==> src/rtl/cpu_ctrl_fsm_if.sv <==
// Control-unit bus bundle: instruction fetch, register file, ALU handshake and status.
// master = the control FSM, slave = the surrounding datapath/memory.
interface cpu_ctrl_fsm_if #(
  parameter int DATA_WIDTH     = 8,
  parameter int ADDR_WIDTH     = 8,
  parameter int REG_ADDR_WIDTH = 4,
  parameter int CMD_WIDTH      = 16
);
  logic                      run;
  logic [ADDR_WIDTH-1:0]     imem_addr;
  logic                      imem_rd;
  logic [CMD_WIDTH-1:0]      imem_rdata;
  logic [REG_ADDR_WIDTH-1:0] rf_raddr_a;
  logic [REG_ADDR_WIDTH-1:0] rf_raddr_b;
  logic [DATA_WIDTH-1:0]     rf_rdata_a;
  logic                      rf_we;
  logic [REG_ADDR_WIDTH-1:0] rf_waddr;
  logic [1:0]                rf_wsel;
  logic [DATA_WIDTH-1:0]     imm;
  logic                      alu_op;
  logic                      alu_start;
  logic                      alu_done;
  logic [ADDR_WIDTH-1:0]     pc;
  logic                      halted;
  logic                      illegal;

  modport master (
    input  run, imem_rdata, rf_rdata_a, alu_done,
    output imem_addr, imem_rd, rf_raddr_a, rf_raddr_b, rf_we, rf_waddr,
           rf_wsel, imm, alu_op, alu_start, pc, halted, illegal
  );

  modport slave (
    output run, imem_rdata, rf_rdata_a, alu_done,
    input  imem_addr, imem_rd, rf_raddr_a, rf_raddr_b, rf_we, rf_waddr,
           rf_wsel, imm, alu_op, alu_start, pc, halted, illegal
  );
endinterface

==> src/rtl/cpu_ctrl_fsm.sv <==
// Multi-cycle control unit: FETCH -> DECODE -> EXEC -> (WAIT) -> WB per command,
// halting permanently on an undefined opcode.
module cpu_ctrl_fsm #(
  parameter int DATA_WIDTH     = 8,
  parameter int ADDR_WIDTH     = 8,
  parameter int REG_ADDR_WIDTH = 4,
  parameter int CMD_WIDTH      = 16
) (
  input  logic          clk,
  input  logic          reset,
  cpu_ctrl_fsm_if.master bus
);
  localparam logic [2:0] S_IDLE   = 3'd0;
  localparam logic [2:0] S_FETCH  = 3'd1;
  localparam logic [2:0] S_DECODE = 3'd2;
  localparam logic [2:0] S_EXEC   = 3'd3;
  localparam logic [2:0] S_WAIT   = 3'd4;
  localparam logic [2:0] S_WB     = 3'd5;
  localparam logic [2:0] S_HALT   = 3'd6;

  localparam logic [3:0] OP_MUL  = 4'd1;
  localparam logic [3:0] OP_XNOR = 4'd2;
  localparam logic [3:0] OP_MOV  = 4'd3;
  localparam logic [3:0] OP_JUMP = 4'd4;
  localparam logic [3:0] OP_LOAD = 4'd5;

  logic [2:0]            r_state;
  logic [ADDR_WIDTH-1:0] r_pc;
  logic [CMD_WIDTH-1:0]  r_ir;
  logic                  r_jump_taken;
  logic                  r_illegal;

  logic [3:0]                w_op;
  logic [REG_ADDR_WIDTH-1:0] w_f1;
  logic [REG_ADDR_WIDTH-1:0] w_f2;
  logic [REG_ADDR_WIDTH-1:0] w_f3;
  logic                      w_is_alu;
  logic                      w_writes_rf;
  logic                      w_legal;

  assign w_op        = r_ir[CMD_WIDTH-1 -: 4];
  assign w_f1        = r_ir[11:8];
  assign w_f2        = r_ir[7:4];
  assign w_f3        = r_ir[3:0];
  assign w_is_alu    = (w_op == OP_MUL) || (w_op == OP_XNOR);
  assign w_writes_rf = w_is_alu || (w_op == OP_MOV) || (w_op == OP_LOAD);
  assign w_legal     = (w_op <= OP_LOAD);

  always_ff @(posedge clk) begin
    if (!reset) begin
      r_state      <= S_IDLE;
      r_pc         <= '0;
      r_ir         <= '0;
      r_jump_taken <= 1'b0;
      r_illegal    <= 1'b0;
    end else begin
      case (r_state)
        S_IDLE:   if (bus.run) r_state <= S_FETCH;
        S_FETCH:  r_state <= S_DECODE;
        S_DECODE: begin
          r_ir    <= bus.imem_rdata;
          r_state <= S_EXEC;
        end
        S_EXEC: begin
          if (!w_legal) begin
            r_illegal <= 1'b1;
            r_state   <= S_HALT;
          end else begin
            // Branch condition is latched here; port A may change before WB.
            r_jump_taken <= (bus.rf_rdata_a != '0);
            r_state      <= w_is_alu ? S_WAIT : S_WB;
          end
        end
        S_WAIT:   if (bus.alu_done) r_state <= S_WB;
        S_WB: begin
          r_pc    <= ((w_op == OP_JUMP) && r_jump_taken) ? r_ir[ADDR_WIDTH-1:0] : r_pc + 1'b1;
          r_state <= S_FETCH;
        end
        S_HALT:   r_state <= S_HALT;
        default:  r_state <= S_IDLE;
      endcase
    end
  end

  always_comb begin
    bus.rf_waddr = w_f3;
    bus.rf_wsel  = 2'd0;
    if (w_op == OP_MOV) begin
      bus.rf_waddr = w_f2;
      bus.rf_wsel  = 2'd2;
    end else if (w_op == OP_LOAD) begin
      bus.rf_waddr = w_f1;
      bus.rf_wsel  = 2'd1;
    end
  end

  assign bus.imem_addr  = r_pc;
  assign bus.imem_rd    = (r_state == S_FETCH);
  assign bus.rf_raddr_a = w_f1;
  assign bus.rf_raddr_b = w_f2;
  assign bus.rf_we      = (r_state == S_WB) && w_writes_rf;
  assign bus.imm        = r_ir[DATA_WIDTH-1:0];
  assign bus.alu_op     = (w_op == OP_XNOR);
  assign bus.alu_start  = (r_state == S_EXEC) && w_is_alu;
  assign bus.pc         = r_pc;
  assign bus.halted     = (r_state == S_HALT);
  assign bus.illegal    = r_illegal;
endmodule

==> src/flat_wrapper.sv <==
// flat-port wrapper written by rule: the top's interface ports become plain ports
module cpu_ctrl_fsm_flat 
#(
  parameter int DATA_WIDTH     = 8,
  parameter int ADDR_WIDTH     = 8,
  parameter int REG_ADDR_WIDTH = 4,
  parameter int CMD_WIDTH      = 16
)
  (clk, reset, bus_run, bus_imem_rdata, bus_rf_rdata_a, bus_alu_done, bus_imem_addr, bus_imem_rd, bus_rf_raddr_a, bus_rf_raddr_b, bus_rf_we, bus_rf_waddr, bus_rf_wsel, bus_imm, bus_alu_op, bus_alu_start, bus_pc, bus_halted, bus_illegal);
  cpu_ctrl_fsm_if #(.DATA_WIDTH(DATA_WIDTH), .ADDR_WIDTH(ADDR_WIDTH), .REG_ADDR_WIDTH(REG_ADDR_WIDTH), .CMD_WIDTH(CMD_WIDTH)) bus_i ();
  input  logic clk;
  input  logic reset;
  input wire logic [$bits(bus_i.run)-1:0] bus_run;
  input wire logic [$bits(bus_i.imem_rdata)-1:0] bus_imem_rdata;
  input wire logic [$bits(bus_i.rf_rdata_a)-1:0] bus_rf_rdata_a;
  input wire logic [$bits(bus_i.alu_done)-1:0] bus_alu_done;
  output wire logic [$bits(bus_i.imem_addr)-1:0] bus_imem_addr;
  output wire logic [$bits(bus_i.imem_rd)-1:0] bus_imem_rd;
  output wire logic [$bits(bus_i.rf_raddr_a)-1:0] bus_rf_raddr_a;
  output wire logic [$bits(bus_i.rf_raddr_b)-1:0] bus_rf_raddr_b;
  output wire logic [$bits(bus_i.rf_we)-1:0] bus_rf_we;
  output wire logic [$bits(bus_i.rf_waddr)-1:0] bus_rf_waddr;
  output wire logic [$bits(bus_i.rf_wsel)-1:0] bus_rf_wsel;
  output wire logic [$bits(bus_i.imm)-1:0] bus_imm;
  output wire logic [$bits(bus_i.alu_op)-1:0] bus_alu_op;
  output wire logic [$bits(bus_i.alu_start)-1:0] bus_alu_start;
  output wire logic [$bits(bus_i.pc)-1:0] bus_pc;
  output wire logic [$bits(bus_i.halted)-1:0] bus_halted;
  output wire logic [$bits(bus_i.illegal)-1:0] bus_illegal;
  assign bus_i.run = bus_run;
  assign bus_i.imem_rdata = bus_imem_rdata;
  assign bus_i.rf_rdata_a = bus_rf_rdata_a;
  assign bus_i.alu_done = bus_alu_done;
  assign bus_imem_addr = bus_i.imem_addr;
  assign bus_imem_rd = bus_i.imem_rd;
  assign bus_rf_raddr_a = bus_i.rf_raddr_a;
  assign bus_rf_raddr_b = bus_i.rf_raddr_b;
  assign bus_rf_we = bus_i.rf_we;
  assign bus_rf_waddr = bus_i.rf_waddr;
  assign bus_rf_wsel = bus_i.rf_wsel;
  assign bus_imm = bus_i.imm;
  assign bus_alu_op = bus_i.alu_op;
  assign bus_alu_start = bus_i.alu_start;
  assign bus_pc = bus_i.pc;
  assign bus_halted = bus_i.halted;
  assign bus_illegal = bus_i.illegal;
  cpu_ctrl_fsm #(.DATA_WIDTH(DATA_WIDTH), .ADDR_WIDTH(ADDR_WIDTH), .REG_ADDR_WIDTH(REG_ADDR_WIDTH), .CMD_WIDTH(CMD_WIDTH)) u_core (.clk(clk), .reset(reset), .bus(bus_i));
endmodule
==> config.mk <==
export PLATFORM = sky130hd
export DESIGN_NAME = cpu_ctrl_fsm_flat
export DESIGN_NICKNAME = d
export VERILOG_FILES = /design/src/rtl/cpu_ctrl_fsm_if.sv /design/src/rtl/cpu_ctrl_fsm.sv /design/src/flat_wrapper.sv
export SDC_FILE = /design/constraint.sdc
export NUM_CORES = 1
export LEC_CHECK = 0
export ABC_AREA = 1
export BUFFER_PORTS_ARGS = -buffer_cell sky130_fd_sc_hd__buf_2
export CORE_MARGIN = 3
export CORE_UTILIZATION = 51
export CTS_CLUSTER_SIZE = 28
export DETAILED_ROUTE_END_ITERATION = 8
export GPL_TIMING_DRIVEN = 0
export PLACE_DENSITY = 0.83
export SYNTH_ARGS = -nofsm -noshare
export SYNTH_HDL_FRONTEND = slang
export SYNTH_SLANG_ARGS = --single-unit
==> constraint.sdc <==
create_clock -name clk -period 2.9 [get_ports clk]
set_input_delay 0.145 -clock clk [delete_from_list [all_inputs] [get_ports clk]]
set_output_delay 0.145 -clock clk [all_outputs]
set_load 0.005 [all_outputs]
==> summary.md <==
| Metric | Value |
|---|---|
| Fin util | 0.6870 |
| Most common cell after layout, fill and taps aside | buf_2 |
| Area Overhead vs Synth | 27.74% |
| Setup violators final | 0 |
| Via density | 5.025 |
| Worst-path clk slew | 0.09 ns |
| R2r worst-path depth | 6 |
| Largest delay share family, worst path | flip-flops |
| Lkg Pwr | 0.001101 uW |
| Vias in the first global route | 1703 |
| Initial Util | 0.5378 |
| Yosys warns | 0 |
| IR drop worst, VDD | 0.0004030 V |
| Syn Std Cell Area | 1655 um^2 |
| Root Driver | clkbuf_4 |
| Hold Crit Class | in2reg |
| Sequential area share after synthesis | 0.3507 |
| Die X | 62.97 um |
| Core area | 3078 um^2 |
| Flops & latches, synth | 29 |
| Leading area contributor after synthesis | dfxtp_1 |
| Share of cells above drive strength 1 | 0.3467 |
| Netlist cell types | 23 |
| RSZ-0062 raised after global routing | false |
| Synth Net Count | 273 |
| R2R Setup Slk | 1.55 ns |
| Die footprint | 3965 um^2 |
| Fmax | 535.7 MHz |
| CP endpoint kind | output port |
| Port Buffers | 71 |
| Congestion Overflow GR | 0 |
| Synthesized instance count | 244 |
| Initial antenna violation count | 0 |
| CTS Sinks | 29 |
| Max-slew violation count | 0 |
| Commonest non-fill, non-tap cells in the layout | buf_2, nand2_1, inv_1 |
| Slowest cell on crit path | dfxtp_1 |
| Fin crit period | 1.867 ns |
| Crit path cell chain | inv_1 > nor2_1 > nand3_1 > inv_1 > o21ai_0 > o22ai_1 > buf_2 |
| Wire per inst | 11.71 um |
| Tcrit/Tclk final | 0.6436 |
| Rel. slew slack | 0.6932 |
| Hold_buf cts | 0 |
| WP buf/inv | 3 |
| Routability Congestion | 0.8840 |
| Largest stage delay on the critical path | 0.39 ns |
| Gr usage total | 0.2210 |
| Skew final | 0.007652 ns |
| Final net count | 351 |
| Most frequent CP cell | inv_1 |
| # DRC | 0 |
| N_diodes | 0 |
| Startpoint Class | register |
| Standard-cell rows | 20 |
| Hold path start | bus_imem_rdata[8] |
| Hold Fails Final Rpt | 0 |
| Ranking of synthesized cells by area | dfxtp_1, buf_4, a21oi_1 |
| Final wirelength | 4299 um |
| Final ANT Viol Nets | 0 |
| Top-area cell type share of the netlist area | 0.3507 |
| Kind of critical path | reg2out |
| # resized after CTS | 0 |
| Pre-antenna DRT Iters | 4 |
| Cell area power density | 555.7 nW/um^2 |
| Worst-Skew Late Latency | 0.34 ns |
| Initial DRC count | 127 |
| Number of post-CTS setup repair buffers | 0 |
| CP arrival | 1.72 ns |
| CTS tree | yes |
| Die height | 62.97 um |
| Worst slew pin tran | 0.4602 ns |
| Req. time, crit path | 2.76 ns |
| Setup TNS | 0 ns |
| Hold path endpoint | u_core.r_ir[8] |
| Worst hold path depth | 3 |
| Bufs on Longest Clock Path | 2 |
| Reg-to-Reg End | u_core.bus.imem_addr[2] |
| Max_cap viols | 0 |
| First-pass GRT wire length | 7031 um |
| CP max FO | 8 |
| CTS H-tree lvls | 2 |
| Total number of vias | 1844 |
| Post-DP HPWL | 3296 um |
| Ports | 72 |
| Status | finished, final reports clean |
| Number of buffers created by CTS | 5 |
| Critical R2R Launch | u_core.r_ir[14] |
| Largest net degree at the start of global routing | 11 |
| Avg Cell Area, Syn | 6.784 um^2 |
[per-layer routing]
| metal | share of wire | track usage |
|---|---|---|
| met1 | 0.41 | 0.2494 |
| met2 | 0.50 | 0.3953 |
| met3 | 0.066 | 0.05755 |
| met4 | 0.015 | 0.07989 |
| met5 | 0 | 0 |
[final cells by class]
class	count	area, um^2
multi-input cells	151	721.9
fillers	310	963.4
repair buffers	71	355.3
inverters	33	123.9
clock buffers	8	48.80
plain buffers	31	229.0
flip-flops and latches	29	580.6
well taps	44	55.05
[Yosys cell counts, drive strengths merged]
cell type / number
nand2: 38
inv: 33
buf: 30
a21oi: 29
dfxtp: 29
o21ai: 24
nand3: 22
nor2: 22
o211ai: 6
nor3: 4
nor4: 2
a31oi: 1
clkbuf: 1
ha: 1
nor2b: 1
o22ai: 1
[state kept, by name, summed over array words and instances (netlist names)]
name,cells
u_core.r_jump_taken,1
u_core.bus.imem_addr,8
u_core.bus.illegal,1
u_core.r_ir,16
u_core.r_state,3
[worst max path at each step]
stage	from	to	slack [ns]	cells after the start
6_report	u_core.r_ir[14]	bus_rf_waddr[3]	1.03	7
5_1_grt	u_core.r_ir[14]	bus_rf_waddr[0]	0.89	6
4_1_cts	u_core.r_ir[14]	bus_rf_waddr[3]	1.03	7
3_5_place_dp	u_core.r_ir[14]	bus_rf_waddr[3]	1.43	7
3_3_place_gp	u_core.r_ir[14]	bus_rf_waddr[3]	1.45	7
2_1_floorplan	u_core.r_ir[14]	bus_rf_waddr[3]	1.74	6
[per-stage QoR]
| step | hold slack [ns] | std cells | total power (uW) | setup WS [ns] | area, um^2 |
|---|---|---|---|---|---|
| 2_1_floorplan | 0.2834 | 244 | 795.0 | 1.744 | 1655 |
| 3_3_place_gp | 0.4195 | 359 | 938.1 | 1.452 | 2066 |
| 3_5_place_dp | 0.4250 | 359 | 945.7 | 1.426 | 2066 |
| 4_1_cts | 0.05991 | 367 | 1181 | 1.031 | 2115 |
| 5_1_grt | 0.06839 | 367 | 1254 | 0.8945 | 2115 |
| 6_report | 0.06793 | 367 | 1175 | 1.033 | 2115 |
[cell families after synthesis]
| group | count (synthesis) | synth area share |
|---|---|---|
| adders and majority gates | 1 | 0.007557 |
| and+or+nand+nor | 89 | 0.2336 |
| buffers and inverters | 64 | 0.2131 |
| AOI/OAI and AO/OA | 61 | 0.1950 |
| DFF | 29 | 0.3507 |
[worst register-to-register path, stage by stage (launching register included)]
cell and delay [ns]:
dfxtp_1 0.39, inv_1 0.10, nor2_1 0.14, nand3_1 0.26, o21ai_0 0.17, nand3_1 0.11
a21oi_1 0.12
[power by group]
group | total, uW | internal, uW | switching, uW | leakage (uW)
clock | 234 | 96.4 | 138 | 0.0000265
sequential | 517 | 458 | 58.5 | 0.000236
combinational | 424 | 202 | 221 | 0.000838
No activity file was read; power rests on OpenSTA's default activity.
